`config.mk`:
```
export PLATFORM = sky130hd
export DESIGN_NAME = dot_feeder_flat
export DESIGN_NICKNAME = d
export VERILOG_FILES = /design/src/rtl/axiline_pkg.sv /design/src/rtl/dot_feeder_if.sv /design/src/rtl/dot_mac.sv /design/src/rtl/dot_feeder.sv /design/src/flat_wrapper.sv
export SDC_FILE = /design/constraint.sdc
export NUM_CORES = 1
export LEC_CHECK = 0
export CORE_ASPECT_RATIO = 1.5
export CORE_MARGIN = 2
export CORE_UTILIZATION = 50
export DETAILED_ROUTE_END_ITERATION = 10
export DONT_BUFFER_PORTS = 1
export HOLD_SLACK_MARGIN = 0.03
export PLACE_DENSITY_LB_ADDON = 0.05
export SLEW_MARGIN = 10
export SYNTH_ARGS = -nofsm -noshare
export SYNTH_HDL_FRONTEND = slang
export SYNTH_SLANG_ARGS = --single-unit
```
`constraint.sdc`:
```
create_clock -name clk -period 8.1 [get_ports clk]
set_clock_uncertainty 0.15 [all_clocks]
set_input_delay 1.62 -clock clk [delete_from_list [all_inputs] [get_ports clk]]
set_output_delay 1.62 -clock clk [all_outputs]
set_load 0.005 [all_outputs]
```
`src/rtl/axiline_pkg.sv`:
```
// Shared types and saturation limits for the axiline dot-product datapath.
// Limits are functions of the accumulator width so every instance derives its own clamp values.
package axiline_pkg;

  typedef enum logic {
    ACC  = 1'b0,
    DONE = 1'b1
  } state_t;

  function automatic logic signed [63:0] sat_max(input int width);
    return (64'sd1 <<< (width - 1)) - 64'sd1;
  endfunction

  function automatic logic signed [63:0] sat_min(input int width);
    return -(64'sd1 <<< (width - 1));
  endfunction

endpackage

```
`src/rtl/dot_feeder_if.sv`:
```
// Element-in / result-out handshake bundle between the sample source, dot_feeder and the gradient stage.
interface dot_feeder_if #(
  parameter int bitwidth      = 32,
  parameter int inputBitwidth = 16
);
  logic                     in_valid;
  logic                     in_ready;
  logic [inputBitwidth-1:0] feature;
  logic [inputBitwidth-1:0] weight;
  logic [inputBitwidth-1:0] label;
  logic                     out_valid;
  logic                     out_ready;
  logic [bitwidth-1:0]      data_out;
  logic [inputBitwidth-1:0] bias_out;

  modport master (
    output in_valid, feature, weight, label, out_ready,
    input  in_ready, out_valid, data_out, bias_out
  );

  modport slave (
    input  in_valid, feature, weight, label, out_ready,
    output in_ready, out_valid, data_out, bias_out
  );
endinterface

```
`src/rtl/dot_mac.sv`:
```
// Combinational multiply-accumulate step: acc + sext(feature*weight).
// Define SATURATE_EN to clamp the sum to the signed accumulator range instead of wrapping.
module dot_mac
  import axiline_pkg::*;
#(
  parameter int bitwidth      = 32,
  parameter int inputBitwidth = 16
) (
  input  logic signed [bitwidth-1:0]      acc,
  input  logic signed [inputBitwidth-1:0] feature,
  input  logic signed [inputBitwidth-1:0] weight,
  output logic signed [bitwidth-1:0]      sum
);

  logic signed [2*inputBitwidth-1:0] prod;
  assign prod = feature * weight;

`ifdef SATURATE_EN
  // One guard bit above the wider operand so overflow is visible before clamping.
  localparam int W = ((bitwidth > 2*inputBitwidth) ? bitwidth : 2*inputBitwidth) + 1;
  localparam logic signed [W-1:0] LIM_MAX = W'(sat_max(bitwidth));
  localparam logic signed [W-1:0] LIM_MIN = W'(sat_min(bitwidth));

  logic signed [W-1:0] full;
  assign full = W'(acc) + W'(prod);

  always_comb begin
    if (full > LIM_MAX)
      sum = bitwidth'(LIM_MAX);
    else if (full < LIM_MIN)
      sum = bitwidth'(LIM_MIN);
    else
      sum = bitwidth'(full);
  end
`else
  assign sum = acc + bitwidth'(prod);
`endif

endmodule

```
`src/rtl/dot_feeder.sv`:
```
// Streams VECTOR_LEN feature/weight pairs into a dot product and hands the result plus label onward.
// Accumulation saturates when SATURATE_EN is defined, otherwise wraps two's complement.
module dot_feeder
  import axiline_pkg::*;
#(
  parameter int bitwidth      = 32,
  parameter int inputBitwidth = 16,
  parameter int VECTOR_LEN    = 8
) (
  input  logic          clk,
  input  logic          rst,
  input  logic          clear,
  dot_feeder_if.slave   bus
);

  localparam int CNT_W = (VECTOR_LEN > 1) ? $clog2(VECTOR_LEN) : 1;
  localparam logic [CNT_W-1:0] LAST_IDX = CNT_W'(VECTOR_LEN - 1);

  state_t state_reg, state_next;
  logic [CNT_W-1:0]               cnt_reg;
  logic signed [bitwidth-1:0]      acc_reg;
  logic signed [bitwidth-1:0]      sum;
  logic [bitwidth-1:0]             data_reg;
  logic [inputBitwidth-1:0]        bias_reg;
  logic                            in_ready;
  logic                            out_valid;
  logic                            accept;
  logic                            last_elem;

  assign accept    = bus.in_valid & in_ready;
  assign last_elem = accept & (cnt_reg == LAST_IDX);

  dot_mac #(
    .bitwidth      (bitwidth),
    .inputBitwidth (inputBitwidth)
  ) u_mac (
    .acc     (acc_reg),
    .feature (bus.feature),
    .weight  (bus.weight),
    .sum     (sum)
  );

  always_ff @(posedge clk or posedge rst) begin
    if (rst)
      state_reg <= ACC;
    else
      state_reg <= state_next;
  end

  // clear outranks both handshakes.
  always_comb begin
    state_next = state_reg;
    if (clear)
      state_next = ACC;
    else begin
      case (state_reg)
        ACC:     if (last_elem) state_next = DONE;
        DONE:    if (bus.out_ready) state_next = ACC;
        default: state_next = ACC;
      endcase
    end
  end

  always_comb begin
    in_ready  = 1'b0;
    out_valid = 1'b0;
    case (state_reg)
      ACC:     in_ready  = 1'b1;
      DONE:    out_valid = 1'b1;
      default: in_ready  = 1'b0;
    endcase
  end

  // Result registers only load on the last element, so they hold through DONE and beyond.
  always_ff @(posedge clk or posedge rst) begin
    if (rst) begin
      acc_reg  <= '0;
      cnt_reg  <= '0;
      data_reg <= '0;
      bias_reg <= '0;
    end else if (clear) begin
      acc_reg <= '0;
      cnt_reg <= '0;
    end else if (accept) begin
      acc_reg <= sum;
      if (last_elem) begin
        data_reg <= sum;
        bias_reg <= bus.label;
        cnt_reg  <= '0;
      end else begin
        cnt_reg <= cnt_reg + CNT_W'(1);
      end
    end else if (out_valid && bus.out_ready) begin
      acc_reg <= '0;
    end
  end

  assign bus.in_ready  = in_ready;
  assign bus.out_valid = out_valid;
  assign bus.data_out  = data_reg;
  assign bus.bias_out  = bias_reg;

endmodule

```
`src/flat_wrapper.sv`:
```
// flat-port wrapper written by rule: the top's interface ports become plain ports
module dot_feeder_flat import axiline_pkg::*;
#(
  parameter int bitwidth      = 32,
  parameter int inputBitwidth = 16,
  parameter int VECTOR_LEN    = 8
)
  (clk, rst, clear, bus_in_valid, bus_feature, bus_weight, bus_label, bus_out_ready, bus_in_ready, bus_out_valid, bus_data_out, bus_bias_out);
  dot_feeder_if #(.bitwidth(bitwidth), .inputBitwidth(inputBitwidth)) bus_i ();
  input  logic clk;
  input  logic rst;
  input  logic clear;
  input wire logic [$bits(bus_i.in_valid)-1:0] bus_in_valid;
  input wire logic [$bits(bus_i.feature)-1:0] bus_feature;
  input wire logic [$bits(bus_i.weight)-1:0] bus_weight;
  input wire logic [$bits(bus_i.label)-1:0] bus_label;
  input wire logic [$bits(bus_i.out_ready)-1:0] bus_out_ready;
  output wire logic [$bits(bus_i.in_ready)-1:0] bus_in_ready;
  output wire logic [$bits(bus_i.out_valid)-1:0] bus_out_valid;
  output wire logic [$bits(bus_i.data_out)-1:0] bus_data_out;
  output wire logic [$bits(bus_i.bias_out)-1:0] bus_bias_out;
  assign bus_i.in_valid = bus_in_valid;
  assign bus_i.feature = bus_feature;
  assign bus_i.weight = bus_weight;
  assign bus_i.label = bus_label;
  assign bus_i.out_ready = bus_out_ready;
  assign bus_in_ready = bus_i.in_ready;
  assign bus_out_valid = bus_i.out_valid;
  assign bus_data_out = bus_i.data_out;
  assign bus_bias_out = bus_i.bias_out;
  dot_feeder #(.bitwidth(bitwidth), .inputBitwidth(inputBitwidth), .VECTOR_LEN(VECTOR_LEN)) u_core (.clk(clk), .rst(rst), .clear(clear), .bus(bus_i));
endmodule
```
Word level (Yosys, flattened, before mapping)
Index checks and enable logic that the tools add are counted.

Add/subtract/negate cells: 2. Multipliers: 1. Equal/unequal tests: 1. Mux-type cells: 12. Bitwise operators: 4. Reductions and logical operators: 4.

Operators by type and width (number): 32-bit 2-to-1 mux (3); 32-bit adder (1); 16-bit by 16-bit multiplier with 32-bit output (1); 3-bit 2-to-1 mux (3); 1-bit 2-to-1 mux (5); 3-bit by 1-bit adder with 3-bit output (second input constant) (1); 3-bit == test (second input constant) (1); 3-bit AND reduction (1); 3-bit nonzero test (1); 1-bit AND (2); 1-bit inverter (2); 1-bit one-hot mux with 2 select lines (1); 2-bit nonzero test (1); 1-bit logical AND (1).

Register bits after elaboration: 84. Input bits: 53. Output and inout bits: 50. Word-level logic and storage cells: 29.

Longest topological paths before layout
Word-level depth: 6. Depth in mapped cells: 24. Gate-level depth less buffers: 22.

Hierarchy
Synthesis repeated with hierarchy kept, for this count alone.

Cells, all modules: 1452. Area, all modules: 14516.4 µm².

By module, submodules not included: dot_mac (instances 1, cells an instance 1194, area an instance 10905.5 µm², seq. area each 0.0 µm²); dot_feeder (instances 1, cells an instance 258, area an instance 3611.0 µm², seq. area each 2102.0 µm²).

Least setup slack after synthesis
Ideal clock, no wire load.

Path type: input to register. Start: input port bus_feature[15]. End: register u_core.data_reg[30], in the netlist u_core.bus.data_out[30]. Library setup time: 134 ps. Data arrival time: 7191 ps. Required time: 7816 ps. Path slack: 625 ps. Stages: 22. Path buffers: 1. Path through: clkbuf_1 > nand2_1 > inv_1 > fa_1 > inv_1 > fa_1 > inv_1 > fa_1 > fa_1 > fa_1 > inv_1 > fa_1 > inv_1 > ha_1 > a21o_1 > a21o_1 > a21oi_1 > o21ai_0 > and3_1 > a311oi_1 > xor2_1 > o21ai_0.

Word-level cells in the longest chain between the ends: 2.

Ends and longest elaborated chain: start, declared (line flat_wrapper.sv:14) `input wire logic [$bits(bus_i.feature)-1:0] bus_feature;`; 16-bit by 16-bit multiplier with 32-bit output (line dot_mac.sv:16) `assign prod = feature * weight;`; 32-bit adder (line dot_mac.sv:36) `assign sum = acc + bitwidth'(prod);`; end signal, assigned (line dot_feeder.sv:87) `data_reg <= sum;`; end, declared (line dot_feeder.sv:23) `logic [bitwidth-1:0] data_reg;`.

Every way passes these cells. A chain may end at the register's enable or synchronous reset.

Worst setup path after layout
Start: input port bus_feature[15]. End: register u_core.acc_reg[30].

Word-level cells in the longest chain between the ends: 4.

Ends and longest elaborated chain: 16-bit by 16-bit multiplier with 32-bit output (line dot_mac.sv:16); 32-bit adder (line dot_mac.sv:36); 32-bit 2-to-1 mux (line dot_feeder.sv:84) `end else if (accept) begin`; 32-bit 2-to-1 mux (line dot_feeder.sv:81) `end else if (clear) begin`; end signal, assigned (line dot_feeder.sv:85) `acc_reg <= sum;`; end, declared (line dot_feeder.sv:21) `logic signed [bitwidth-1:0] acc_reg;`.

Every way passes these cells.

==> metrics.md <==
| Metric | Value |
|---|---|
| Worst hold start | u_core.acc_reg[0] |
| Num CTS Buffers | 9 |
| Horizontal die dimension | 141 um |
| Die H | 210 um |
| Least-Margin Pin Slew | 1100 ps |
| Max-slew violations | 0 |
| EDFF count, synth | 0 |
| Count of final setup violators | 0 |
| Starting Density | 50.6% |
| Root buffer selected by CTS | clkbuf_16 |
| Die area | 29600 um^2 |
| Source-to-sink clock delay at the later pin of the worst-skew pair | 330 ps |
| Post-CTS Setup Repair Bufs | 0 |
| Max-capacitance violation count | 0 |
| Ys flop type | dfrtp_1 |
| FILL cells | 2587 |
| Number of antenna violations at the first check in global routing | 0 |
| Critical Path Start Type | input port |
| DRC violation count after routing | 0 |
| Core region area | 27900 um^2 |
| Library cell with the largest summed area after synthesis | fa_1 |
| Starting DRC count in detailed routing | 332 |
| TritonCTS clock tree | built |
| Quantity of gates resized following cts | 0 |
| Max frequency | 0.136 GHz |
| Post-synthesis cell area | 14100 um^2 |
| Overall Global Routing Usage | 24.0% |
| Largest driver fanout on the critical path | 16 |
| Worst r2r src | u_core.acc_reg[10] |
| Vias in the first global route | 10422 |
| Setup_tns | 0 ps |
| Number of clock sinks | 84 |
| Number of storage elements in the synthesis netlist | 84 |
| Max-Slew Margin vs Limit | 26.8% |
| Ratio of cells with drive above 1 in the final layout | 4.69% |
| Syn Area/Cell | 9.83 um^2 |
| Rows | 75 |
| Crit path launch | bus_feature[15] |
| Dominant cells by area after synthesis | fa_1 41%, dfrtp_1 15%, inv_1 9.0%, ha_1 8.9%, and2_1 5.4% |
| Final HPWL from detailed placement | 28.1 mm |
| Synth warnings | 0 |
| Reg-to-reg slack, setup | 2470 ps |
| WL/cell | 18.9 um |
| Global-route wire length before repair | 54.5 mm |
| Count of pins on the block boundary | 103 |
| Clock transition at path regs | 60 ps |
| Portion of the post-synthesis area used by sequential elements | 14.9% |
| Total via count in the routed design | 9302 |
| Number of nets in the final layout | 1846 |
| Part of the cycle the worst path needs | 91.0% |
| Result of the run | finished, final reports clean |
| Maximum number of buffers from clock root to sink | 2 |
| Vias per cell | 5.31 |
| Final hold viol count | 0 |
| Wirelength, routed | 33.1 mm |
| Final antenna diode count | 0 |
| Final critical path time including I/O delays and setup | 7370 ps |
| RePlAce Congestion | 0.839 |
| Largest net degree at the start of global routing | 71 |
| Worst Setup End Kind | flip-flop |
| Hold buffers post-CTS | 0 |
| Global-route congestion overflow total | 0 |
| Area delta synth->final | 4.39% |
| Post-route ant nets | 0 |
| Worst hold path depth | 1 |
| Setup CP Type | input port to flip-flop |
| CTS HTree Levels | 3 |
| Post-synth top area share | 41.5% |
| Hold Crit Class | flip-flop to flip-flop |
| Number of instances in the synthesized netlist | 1433 |
| Distinct cell type count of the synthesized netlist | 51 |
| Worst path required time | 8130 ps |
| Asr flop ratio synth | 100% |
| Syn nets | 1878 |
| Logic depth of the worst register-to-register path | 15 |
| RSZ-0062 raised after global routing | no |
| Port bufs | 0 |
| Data arrival time of the critical path | 7400 ps |
| Number of search-and-repair iterations in the first detailed-routing pass | 5 |
-- stage by stage --
step                cells  utilization, %  setup WS [ps]  instance area [um^2]  hold slack (ps)
finish               1752            52.8            732                 14700              356
global route         1752            52.8            388                 14700              374
CTS                  1752            52.8            720                 14700              361
detailed placement   1736            51.6            374                 14400              338
global placement     1736            51.6            502                 14400              341
floorplan            1433               -            625                 14100              306
-- layout by cell type, fill, tap and decap left out, types with 2 or more instances in the layout --
cell       synthesis  final
nand2b_1          12     12
mux2i_1            2      2
a21boi_0           3      3
mux2_2            35     35
o21ai_0           36     36
dfrtp_1           84     84
a31oi_1            3      3
nor2b_1            4      4
fa_1             292    292
and2_1           122    122
a41oi_1            2      2
buf_4              0      5
nand2_1          159    158
o21a_1             6      6
xor2_1            10     10
a211oi_1           3      2
o31a_1             2      2
bufinv_16          0      2
o211ai_1           2      2
a21oi_1           25     25
a211o_1            3      3
a22oi_1            2      2
inv_1            338    337
nor3_1             5      5
nand3_1            3      3
a21o_1            14     14
clkinv_2           0      4
ha_1             100    100
nor2_1            40     39
clkbuf_16          0      9
o21bai_1           5      5
xnor2_1           27     27
nand4_1            4      4
a22o_1            19     19
a311oi_1           2      2
and4_1             3      3
and3_1             3      3
o22ai_1            2      2
-- cells in the mapped netlist (3+ instances only) --
master    count
mux2_2       35
nor2_1       40
and2_1      122
clkbuf_1     45
o21bai_1      5
xnor2_1      27
o21a_1        6
ha_1        100
a211o_1       3
and4_1        3
o21ai_0      36
inv_1       338
nor2b_1       4
xor2_1       10
nand2b_1     12
dfrtp_1      84
a211oi_1      3
fa_1        292
a21boi_0      3
and3_1        3
a21oi_1      25
a21o_1       14
nor3_1        5
a31oi_1       3
nand4_1       4
a22o_1       19
nand3_1       3
nand2_1     159
-- cells by family (layout without fill, tap and decap cells) --
logic type | count (synthesis) | count (layout) | synth area share (%)
AO/OA/AOI/OAI | 138 | 138 | 6.72
XOR/XNOR | 37 | 37 | 2.30
adder cells (fa/ha/maj) | 392 | 392 | 50.4
buffers and inverters | 386 | 359 | 10.3
flip-flops | 84 | 84 | 14.9
multiplexers | 37 | 37 | 2.94
AND/OR/NAND/NOR | 359 | 359 | 12.4
-- metal layers --
layer / vias to the layer above / track usage (%) / share of wire (%)
met5: - / 0 / 0
met4: 0 / 7.00 / 3.3
met3: 46 / 2.10 / 2.0
met2: 134 / 49.3 / 62
met1: 4876 / 25.1 / 33
li1: 4246 / - / -
-- final cells by class --
type / instances / area (um^2) / area share, %
repair buffers: 5 / 37.5 / 0.255
well taps: 346 / 433 / 2.94
inverters: 338 / 1270 / 8.63
multi-input cells: 963 / 10600 / 71.7
clock buffers: 11 / 243 / 1.65
flip-flops and latches: 84 / 2100 / 14.3
clock inverters: 5 / 75.1 / 0.510
-- worst max-delay path, stage by stage --
cell and delay [ps]:
nand2_1 120, inv_1 80, fa_1 710, inv_1 110
fa_1 680, inv_1 190, fa_1 490, fa_1 510
fa_1 490, inv_1 50, fa_1 480, inv_1 50
ha_1 360, a21o_1 190, a21o_1 170, a21oi_1 180
o21ai_0 150, and3_1 200, a311oi_1 280, xor2_1 200
o21ai_0 90
-- worst paths after layout --
kind                                           endpoint
worst max-delay path                 u_core.acc_reg[30]
worst min-delay path                  u_core.acc_reg[0]
worst max register to register  u_core.bus.data_out[27]
worst min register to register        u_core.acc_reg[0]
max in group asynchronous            u_core.acc_reg[20]
min in group asynchronous       u_core.bus.bias_out[10]
Power is not shown: default switching activity piles up to over one toggle a cycle in this logic, so the estimate is an artifact.
